==> src/rtl/accum_capture.sv <==
// Dump capture stage for the six early/prompt/late I/Q accumulators.
// Shadows one dump, flags unread data and overrun, counts epochs, and serves a registered read port.
module accum_capture #(
  parameter int ACC_W   = 16,
  parameter int NUM_ACC = 6,
  parameter int EPOCH_W = 8
) (
  input  logic                     clk,
  input  logic                     rstn,
  input  logic                     dump_enable,
  input  logic [NUM_ACC*ACC_W-1:0] acc_in,
  input  logic                     rd_en,
  input  logic [3:0]               rd_addr,
  output logic [31:0]              rd_data,
  output logic                     rd_valid,
  output logic                     new_data,
  output logic                     overrun,
  output logic [EPOCH_W-1:0]       epoch
);

  localparam logic [3:0] ADDR_STATUS = 4'd6;
  localparam logic [3:0] ADDR_DEBUG  = 4'd7;

  logic               dump_q;
  logic [ACC_W-1:0]   shadow_q [NUM_ACC];
  logic               new_data_q, new_data_d;
  logic               overrun_q, overrun_d;
  logic [EPOCH_W-1:0] epoch_q, epoch_d;
  logic [31:0]        rd_data_q, rd_data_d;
  logic               rd_valid_q;
  logic               capture;
  logic               status_rd;
  logic [31:0]        status_word;

  // Accumulators present their result one edge after the dump strobe.
  assign capture   = dump_q;
  assign status_rd = rd_en && (rd_addr == ADDR_STATUS);

  always_comb begin
    status_word                = '0;
    status_word[8 +: EPOCH_W]  = epoch_q;
    status_word[1]             = overrun_q;
    status_word[0]             = new_data_q;
  end

  always_comb begin
    new_data_d = new_data_q;
    overrun_d  = overrun_q;
    epoch_d    = epoch_q;
    if (capture) begin
      new_data_d = 1'b1;
      epoch_d    = epoch_q + 1'b1;
    end else if (status_rd) begin
      new_data_d = 1'b0;
    end
    // A status read always wins over a coincident overrun.
    if (status_rd) begin
      overrun_d = 1'b0;
    end else if (capture && new_data_q) begin
      overrun_d = 1'b1;
    end
  end

  always_comb begin
    rd_data_d = rd_data_q;
    if (rd_en) begin
      rd_data_d = '0;
      if (rd_addr == ADDR_STATUS) begin
        rd_data_d = status_word;
      end else if (rd_addr == ADDR_DEBUG) begin
        rd_data_d = {31'b0, dump_q};
      end else begin
        for (int k = 0; k < NUM_ACC; k++) begin
          if (rd_addr == 4'(k)) begin
            rd_data_d = {{(32-ACC_W){shadow_q[k][ACC_W-1]}}, shadow_q[k]};
          end
        end
      end
    end
  end

  always_ff @(posedge clk or negedge rstn) begin
    if (!rstn) begin
      dump_q     <= 1'b0;
      new_data_q <= 1'b0;
      overrun_q  <= 1'b0;
      epoch_q    <= '0;
      rd_data_q  <= '0;
      rd_valid_q <= 1'b0;
      for (int k = 0; k < NUM_ACC; k++) begin
        shadow_q[k] <= '0;
      end
    end else begin
      dump_q     <= dump_enable;
      new_data_q <= new_data_d;
      overrun_q  <= overrun_d;
      epoch_q    <= epoch_d;
      rd_data_q  <= rd_data_d;
      rd_valid_q <= rd_en;
      if (capture) begin
        for (int k = 0; k < NUM_ACC; k++) begin
          shadow_q[k] <= acc_in[k*ACC_W +: ACC_W];
        end
      end
    end
  end

  assign rd_data  = rd_data_q;
  assign rd_valid = rd_valid_q;
  assign new_data = new_data_q;
  assign overrun  = overrun_q;
  assign epoch    = epoch_q;

endmodule
==> config.mk <==
export PLATFORM = sky130hd
export DESIGN_NAME = accum_capture
export DESIGN_NICKNAME = d
export VERILOG_FILES = /design/src/rtl/accum_capture.sv
export SDC_FILE = /design/constraint.sdc
export NUM_CORES = 1
export LEC_CHECK = 0
export ABC_AREA = 0
export ABC_CLOCK_PERIOD_IN_PS = 3000
export CAP_MARGIN = 20
export CORE_AREA = 5 5 151 95
export CTS_BUF_LIST = sky130_fd_sc_hd__clkbuf_8
export CTS_CLUSTER_SIZE = 28
export DETAILED_ROUTE_END_ITERATION = 12
export DIE_AREA = 0 0 156 100
export GPL_ROUTABILITY_DRIVEN = 0
export MAX_ROUTING_LAYER = met4
export PLACE_DENSITY = 0.71
export SETUP_SLACK_MARGIN = 0.05
export SYNTH_ARGS = -nofsm -noshare
export SYNTH_HDL_FRONTEND = slang
export SYNTH_SLANG_ARGS = --single-unit
==> constraint.sdc <==
create_clock -name clk -period 3 [get_ports clk]
set_input_delay 0.6 -clock clk [delete_from_list [all_inputs] [get_ports clk]]
set_output_delay 0.6 -clock clk [all_outputs]
set_load 0.05 [all_outputs]
# --- Yosys cells after proc, flatten, opt, wreduce, memory -nomap -nowiden ---
# Index checks and enable logic that the tools add are counted.
totals:
  register_bits: 140
  out_inout_bits: 43
classes:
  add_sub_neg: 1
  n_eq_ne: 7
  n_mux: 12
  n_reduce_logical: 5
ops:
  columns: ["operator", "count"]
  rows:
  - ["$mux 32", 8]
  - ["$eq 4x3->1 const B", 4]
  - ["$add 8x1->8 const B", 1]
  - ["$eq 4x2->1 const B", 2]
  - ["$eq 4x1->1 const B", 1]
  - ["$logic_not 4->1", 1]
  - ["$mux 1", 4]
  - ["$reduce_bool 2->1", 2]
  - ["$logic_and 1x1->1", 2]

# --- Longest topological paths before layout ---
# Gate-level depths: netlist of the first run.
logic_depth:
  ltp_word: 9
  ltp_mapped: 7
  ltp_nobuf: 4

# --- Worst setup path after synthesis of the first run ---
# Ideal clock, no wire load.
synth_path:
  path_kind: "register -> output"
  startpoint: "reg rd_data[30] (netlist name)"
  endpoint: "out rd_data[17]"
  arrival_ps: 1150
  setup_slack_ps: 1250
  path_stages_with_launch: 2
  n_path_buf: 1
  path_cell_list: "dfrtp_1 -> buf_4"
synth_rtl:
  columns: ["element", "line", "text"]
  rows:
  - ["end, declared", "14", "output logic [31:0] rd_data,"]

==> results of run 1 <==
-- sequential cells by signal (all words and copies together) (netlist names) --
| name | count |
|---|---|
| rd_valid | 1 |
| rd_data | 17 |
| capture | 1 |
| shadow_q | 96 |
| epoch | 8 |
| overrun | 1 |
| new_data | 1 |
-- Yosys cell counts, types with 2 or more instances --
cell type	n	share of area
a21oi_1	22	0.020
a22o_1	8	0.012
buf_2	14	0.012
buf_4	16	0.021
buf_6	6	0.012
clkbuf_1	5	0.0033
dfrtp_1	125	0.56
inv_1	4	0.0027
mux2_2	97	0.19
mux2i_1	20	0.036
mux4_2	4	0.016
nand2_1	2	0.0013
nand4_1	3	0.0033
nor2_1	24	0.016
nor2b_1	13	0.014
nor4_1	2	0.0022
o211ai_1	3	0.0040
o21ai_0	16	0.014
o21ai_1	8	0.0071
o221ai_1	3	0.0047
o22ai_1	11	0.012
xnor2_1	5	0.0078
xor2_1	2	0.0031
-- per-layer routing --
| layer | global-route usage | up-vias | part of all wire |
|---|---|---|---|
| met2 | 0.273 | 139 | 0.45 |
| met5 | - | - | 0 |
| met1 | 0.265 | 1953 | 0.46 |
| li1 | - | 1803 | - |
| met4 | 0.0632 | 0 | 0.018 |
| met3 | 0.0474 | 22 | 0.072 |
-- per-stage QoR --
step	total power [mW]	util	instances
final	4.83	0.594	743
after global routing	5.02	0.594	743
after CTS	4.87	0.594	743
after detailed placement	3.23	0.560	711
after global placement	3.20	0.560	711
after floorplan	2.77	-	430
-- final cells by class --
type                       instances  area [um2]
inverter                           4        15.0
timing repair buffer             153        1530
fill                            1014        5150
clock buffer                      17         234
multi-input combinational        259        2210
clock inverter                    15         208
tap                              170         213
sequential                       125        3130
-- report_power, final --
| part | internal, mW | total (mW) | switching, mW |
|---|---|---|---|
| registers | 1.89 | 2.08 | 0.194 |
| logic | 0.513 | 1.11 | 0.596 |
| clock network | 0.976 | 1.64 | 0.662 |
-- cells by family (layout without fill, tap and decap cells) --
group,Yosys count,in the layout,share of synthesized area
flops,125,125,0.555
xor+xnor,7,7,0.0109
mux,121,121,0.245
compound gates,75,75,0.0806
fa+ha+maj,1,1,0.00222
buf+inv,46,189,0.0524
simple gates,55,55,0.0533
-- worst register-to-register path: stages (launching register included) --
cell     delay (ns)
dfrtp_4        0.95
buf_12         0.36
mux2_2         0.40
-- worst paths after layout --
kind                             start      endpoint  slack [ns]  depth (start not counted)
max reg2reg                    capture  shadow_q[92]        1.19                          2
max in group asynchronous         rstn   rd_data[12]        1.96                          2
min reg2reg                shadow_q[8]   shadow_q[8]        0.50                          1
min in group clk           shadow_q[8]   shadow_q[8]        0.50                          1
min                               rstn    rd_data[4]        0.17                          1
max                        rd_data[30]   rd_data[24]        0.46                          1
==> run_results.csv, run 1 <==
group,metric,value,unit
grt,first_global_vias,4167,
grt,antenna_found_initial,0,
status,run_status,"finished clean",
cells_and_area,drive_gt1_frac,0.248,
place,placed_cell_area,0.00710,mm2
route,drcViolationCount,0,
sta,setup_violations,0,
yosys,synth_seq_cells,125,
route,routedWlPerCell,18.5,um
setup_path,crit_fanout,17,
yosys,avgSynthCellArea,13.1,um2
sta,tightest_slew,0.822,ns
yosys,yosys_most_used_dff,"dfrtp_1",
clocking,htree_num_levels,4,
setup_path,critical_path_class,"flop to primary output",
floorplanning,die_w,156,um
clocking,cts.repair.resized,0,
sta,finalSetupTns,0,ns
route,routed_wl,13.7,mm
setup_path,crit_chain,"clkdlybuf4s50_1",
cells_and_area,syn_to_final_growth,33.9,%
sta,final-max-slew-violation-count,0,
setup_path,required,2.40,ns
route,vias_per_cell,5.27,
setup_path,cp.arrival,1.94,ns
cells_and_area,design_area,0.00754,mm2
place,place_hpwl,9.93,mm
power,power_density,640,mW/mm2
yosys,yosysUniqueCellTypes,40,
yosys,syn_nets,535,
sta,fin_ws,0.458,ns
floorplanning,die_h,100,um
clocking,cts_tree,"done",
setup_path,path_delay_family,"buffers and inverters",
floorplanning,core-area,0.0127,mm2
cells_and_area,nNetsFinal,665,
sta,relSlewSlack,0.452,
clocking,clock_path_buffers,2,
cells_and_area,diodes,0,
yosys,synthArstFlopShare,1.00,
grt,grt_overflow,0,
grt,grt_max_degree,63,
sta,min_period,2.54,ns
power,p_leak,3.13,nW
clocking,cts_setup_buffers,0,
floorplanning,dieArea,0.0156,mm2
grt,grt_util_all_layers,0.190,
place,io_buffers,146,
clocking,clock_latency,0.43,ns
yosys,synthesis.area,0.00563,mm2
setup_path,max_stage_delay,0.90,ns
min_path,min_path_type,"input port to asynchronous set/reset pin",
floorplanning,initial_core_util,0.444,
sta,rsz0062_at_grt,"false",
sta,period_share,0.847,
route,vias,3917,
sta,clock_skew,0.0139,ns
grt,grt_pass1_wl,22.2,mm
floorplanning,ios,147,
route,drtPass1Iterations,4,
clocking,clock-sinks,125,
power,peakVddDrop,0.000470,V
yosys,syn-instance-count,430,
setup_path,worst_setup_path_end_kind,"primary output",
place,dpl_worst_slack,0.450,ns
clocking,cts-root-buf,"clkbuf_8",
yosys,synth_warnings,0,
cells_and_area,final_cell_mix,"144 x clkdlybuf4s50_1, 124 x dfrtp_1, 97 x mux2_2",
clocking,clk_pin_slew,0.07,ns
clocking,holdBufCountCts,0,
sta,hold_ws,0.169,ns
route,drt-initial-drc-count,202,
yosys,seq_area_frac_synth,0.555,
route,drtAntennaViolNets,0,
setup_path,crit_buf_inv,1,
cells_and_area,mostFrequentLayoutCell,"clkdlybuf4s50_1",
floorplanning,core.rowCount,32,
sta,timing.fmax,0.393,GHz
sta,hold_violations,0,
run,drv_cap,0,
yosys,synth_edf_count,0,
setup_path,slowest_stage,"clkdlybuf4s50_1",
clocking,cts_buffers,17,
setup_path,cp-start-kind,"flop",
Note: power is estimated with default switching activity, not from simulation.
==> inputs of run 2 (changes only) <==
Settings changed: ABC_CLOCK_PERIOD_IN_PS 3000 to 2200, PLACE_DENSITY 0.71 to 0.74.
Clock period 3 ns to 2.2 ns, I/O delays scaled along.
==> run_results.csv, run 2 (synthesis results as in run 1) <==
group,metric,value,unit
status,run_status,"finished clean",
sta,hold_violations,0,
setup_path,path_depth,1,
sta,tightest_slew,0.572,ns
cells_and_area,utilization,0.592,
power,power.total,6.09,mW
power,p_switching,1.94,mW
setup_path,rr_startpoint,"capture",
sta,min_period,2.08,ns
route,drtPass1Iterations,5,
clocking,clock_path_buffers,2,
sta,clock_skew,0.0116,ns
grt,grt_pass1_wl,22.1,mm
power,p_int,4.15,mW
setup_path,crit_chain,"clkdlybuf4s50_1",
clocking,cts_buffers,17,
setup_path,path_delay_family,"buffers and inverters",
setup_path,worst_setup_path_end_kind,"primary output",
setup_path,crit_fanout,2,
route,vias,3940,
place,place_hpwl,10.6,mm
min_path,whs_path_depth,1,
route,vias_per_cell,5.24,
power,swShare,0.318,
clocking,cts-root-buf,"clkbuf_8",
setup_path,slowest_stage,"clkdlybuf4s50_1",
setup_path,max_stage_delay,0.82,ns
setup_path,cp-start-kind,"flop",
cells_and_area,top_register,"shadow_q",
setup_path,critical_path_class,"flop to primary output",
route,drtAntennaViolNets,0,
power,peakVddDrop,0.000512,V
clocking,clock-sinks,125,
route,drt-initial-drc-count,207,
cells_and_area,drive_gt1_frac,0.287,
cells_and_area,nNetsFinal,675,
place,dpl_worst_slack,-0.0317,ns
route,routedWlPerCell,18.6,um
clocking,clk_pin_slew,0.07,ns
setup_path,r2r_end,"shadow_q[52]",
sta,period_share,0.947,
place,io_buffers,146,
floorplanning,die_h,100,um
floorplanning,dieArea,0.0156,mm2
grt,grt_util_all_layers,0.190,
floorplanning,initial_core_util,0.444,
setup_path,r2r_slack,0.57,ns
power,power_frac_comb,0.244,
floorplanning,die_w,156,um
clocking,cts_tree,"done",
sta,setup_violations,0,
power,power_frac_seq,0.466,
cells_and_area,syn_to_final_growth,33.3,%
sta,final-max-slew-violation-count,0,
run,drv_cap,0,
sta,hold_ws,0.463,ns
grt,grt_max_degree,39,
route,routed_wl,14.0,mm
cells_and_area,largest_reg_flops,96,
setup_path,r2r_cells,2,
grt,grt_overflow,0,
min_path,hp-start,"dump_enable",
floorplanning,core-area,0.0127,mm2
sta,rsz0062_at_grt,"false",
route,drcViolationCount,0,
grt,first_global_vias,4154,
setup_path,required,1.76,ns
cells_and_area,final.fill_count,1027,
cells_and_area,final_cell_mix,"124 x dfrtp_1, 117 x clkdlybuf4s50_1, 97 x mux2_2",
power,power_density,811,mW/mm2
floorplanning,core.rowCount,32,
clocking,clock_latency,0.43,ns
power,p_leak,3.23,nW
clocking,htree_num_levels,4,
setup_path,crit_buf_inv,1,
sta,relSlewSlack,0.617,
floorplanning,ios,147,
sta,timing.fmax,0.480,GHz
min_path,holdPathEnd,"capture",
power,clock_power_share,0.290,
setup_path,cp.arrival,1.64,ns
min_path,min_path_type,"input port to flop",
sta,fin_ws,0.116,ns
grt,antenna_found_initial,1,
cells_and_area,mostFrequentLayoutCell,"dfrtp_1",
-- run 2: changes by cell type in the layout (fill, tap and decap cells not counted), sizes merged, moves of 4 or more --
cell           before  now
bufinv              5    1
clkdlybuf4s50     144  117
buf                 9   34
dlygate4sd2         0    7
dlymetal6s2s        0    4
-- run 2: per-stage QoR --
stage / instances / instance area, um2 / setup TNS (ns)
after floorplan: 430 / 5630 / 0
after global placement: 720 / 7150 / 0
after detailed placement: 720 / 7150 / -0.0317
after global routing: 752 / 7510 / 0
final: 752 / 7510 / 0
after CTS: 751 / 7500 / 0
-- run 2: power groups by stage --
stage	Clock (mW)	Sequential, mW	Combinational [mW]
global placement	0	2.87	1.52
detailed placement	0	2.88	1.54
global route	1.92	2.87	1.58
floorplan	0	3.13	0.644
CTS	1.80	2.84	1.50
finish	1.76	2.84	1.49
-- run 2: how the worst max path moves through the flow --
stage                startpoint     endpoint  slack, ns
global route        rd_data[11]  rd_data[11]       0.06
floorplan           rd_data[30]  rd_data[17]       0.61
detailed placement   rd_addr[2]  rd_data[14]      -0.03
CTS                 rd_data[10]  rd_data[10]       0.06
global placement     rd_addr[1]   rd_data[7]       0.11
finish              rd_data[11]  rd_data[11]       0.12
-- run 2: layout make-up --
class,instances,area (um2),share of cell area
Antenna cell,1,2.50,0.000333
Clock buffer,19,262,0.0348
Clock inverter,11,81.3,0.0108
Inverter,4,15.0,0.00200
Multi-Input combinational cell,259,2210,0.294
Sequential cell,125,3130,0.417
Tap cell,170,213,0.0283
Timing Repair Buffer,163,1600,0.212
-- run 2: timing repair --
item / in CTS / in global routing
resized for setup: 7 / 4
buffers inserted: 0 / 0
hold buffers: 1 / 0
hold endpoints to repair: 9 / 0
setup endpoints to repair: 7 / 4
-- run 2: per-layer routing --
layer	global-route usage	vias up	part of all wire
met1	0.249	1961	0.45
met2	0.290	155	0.46
met5	-	-	0
li1	-	1815	-
met4	0.0498	0	0.0067
met3	0.0573	9	0.089
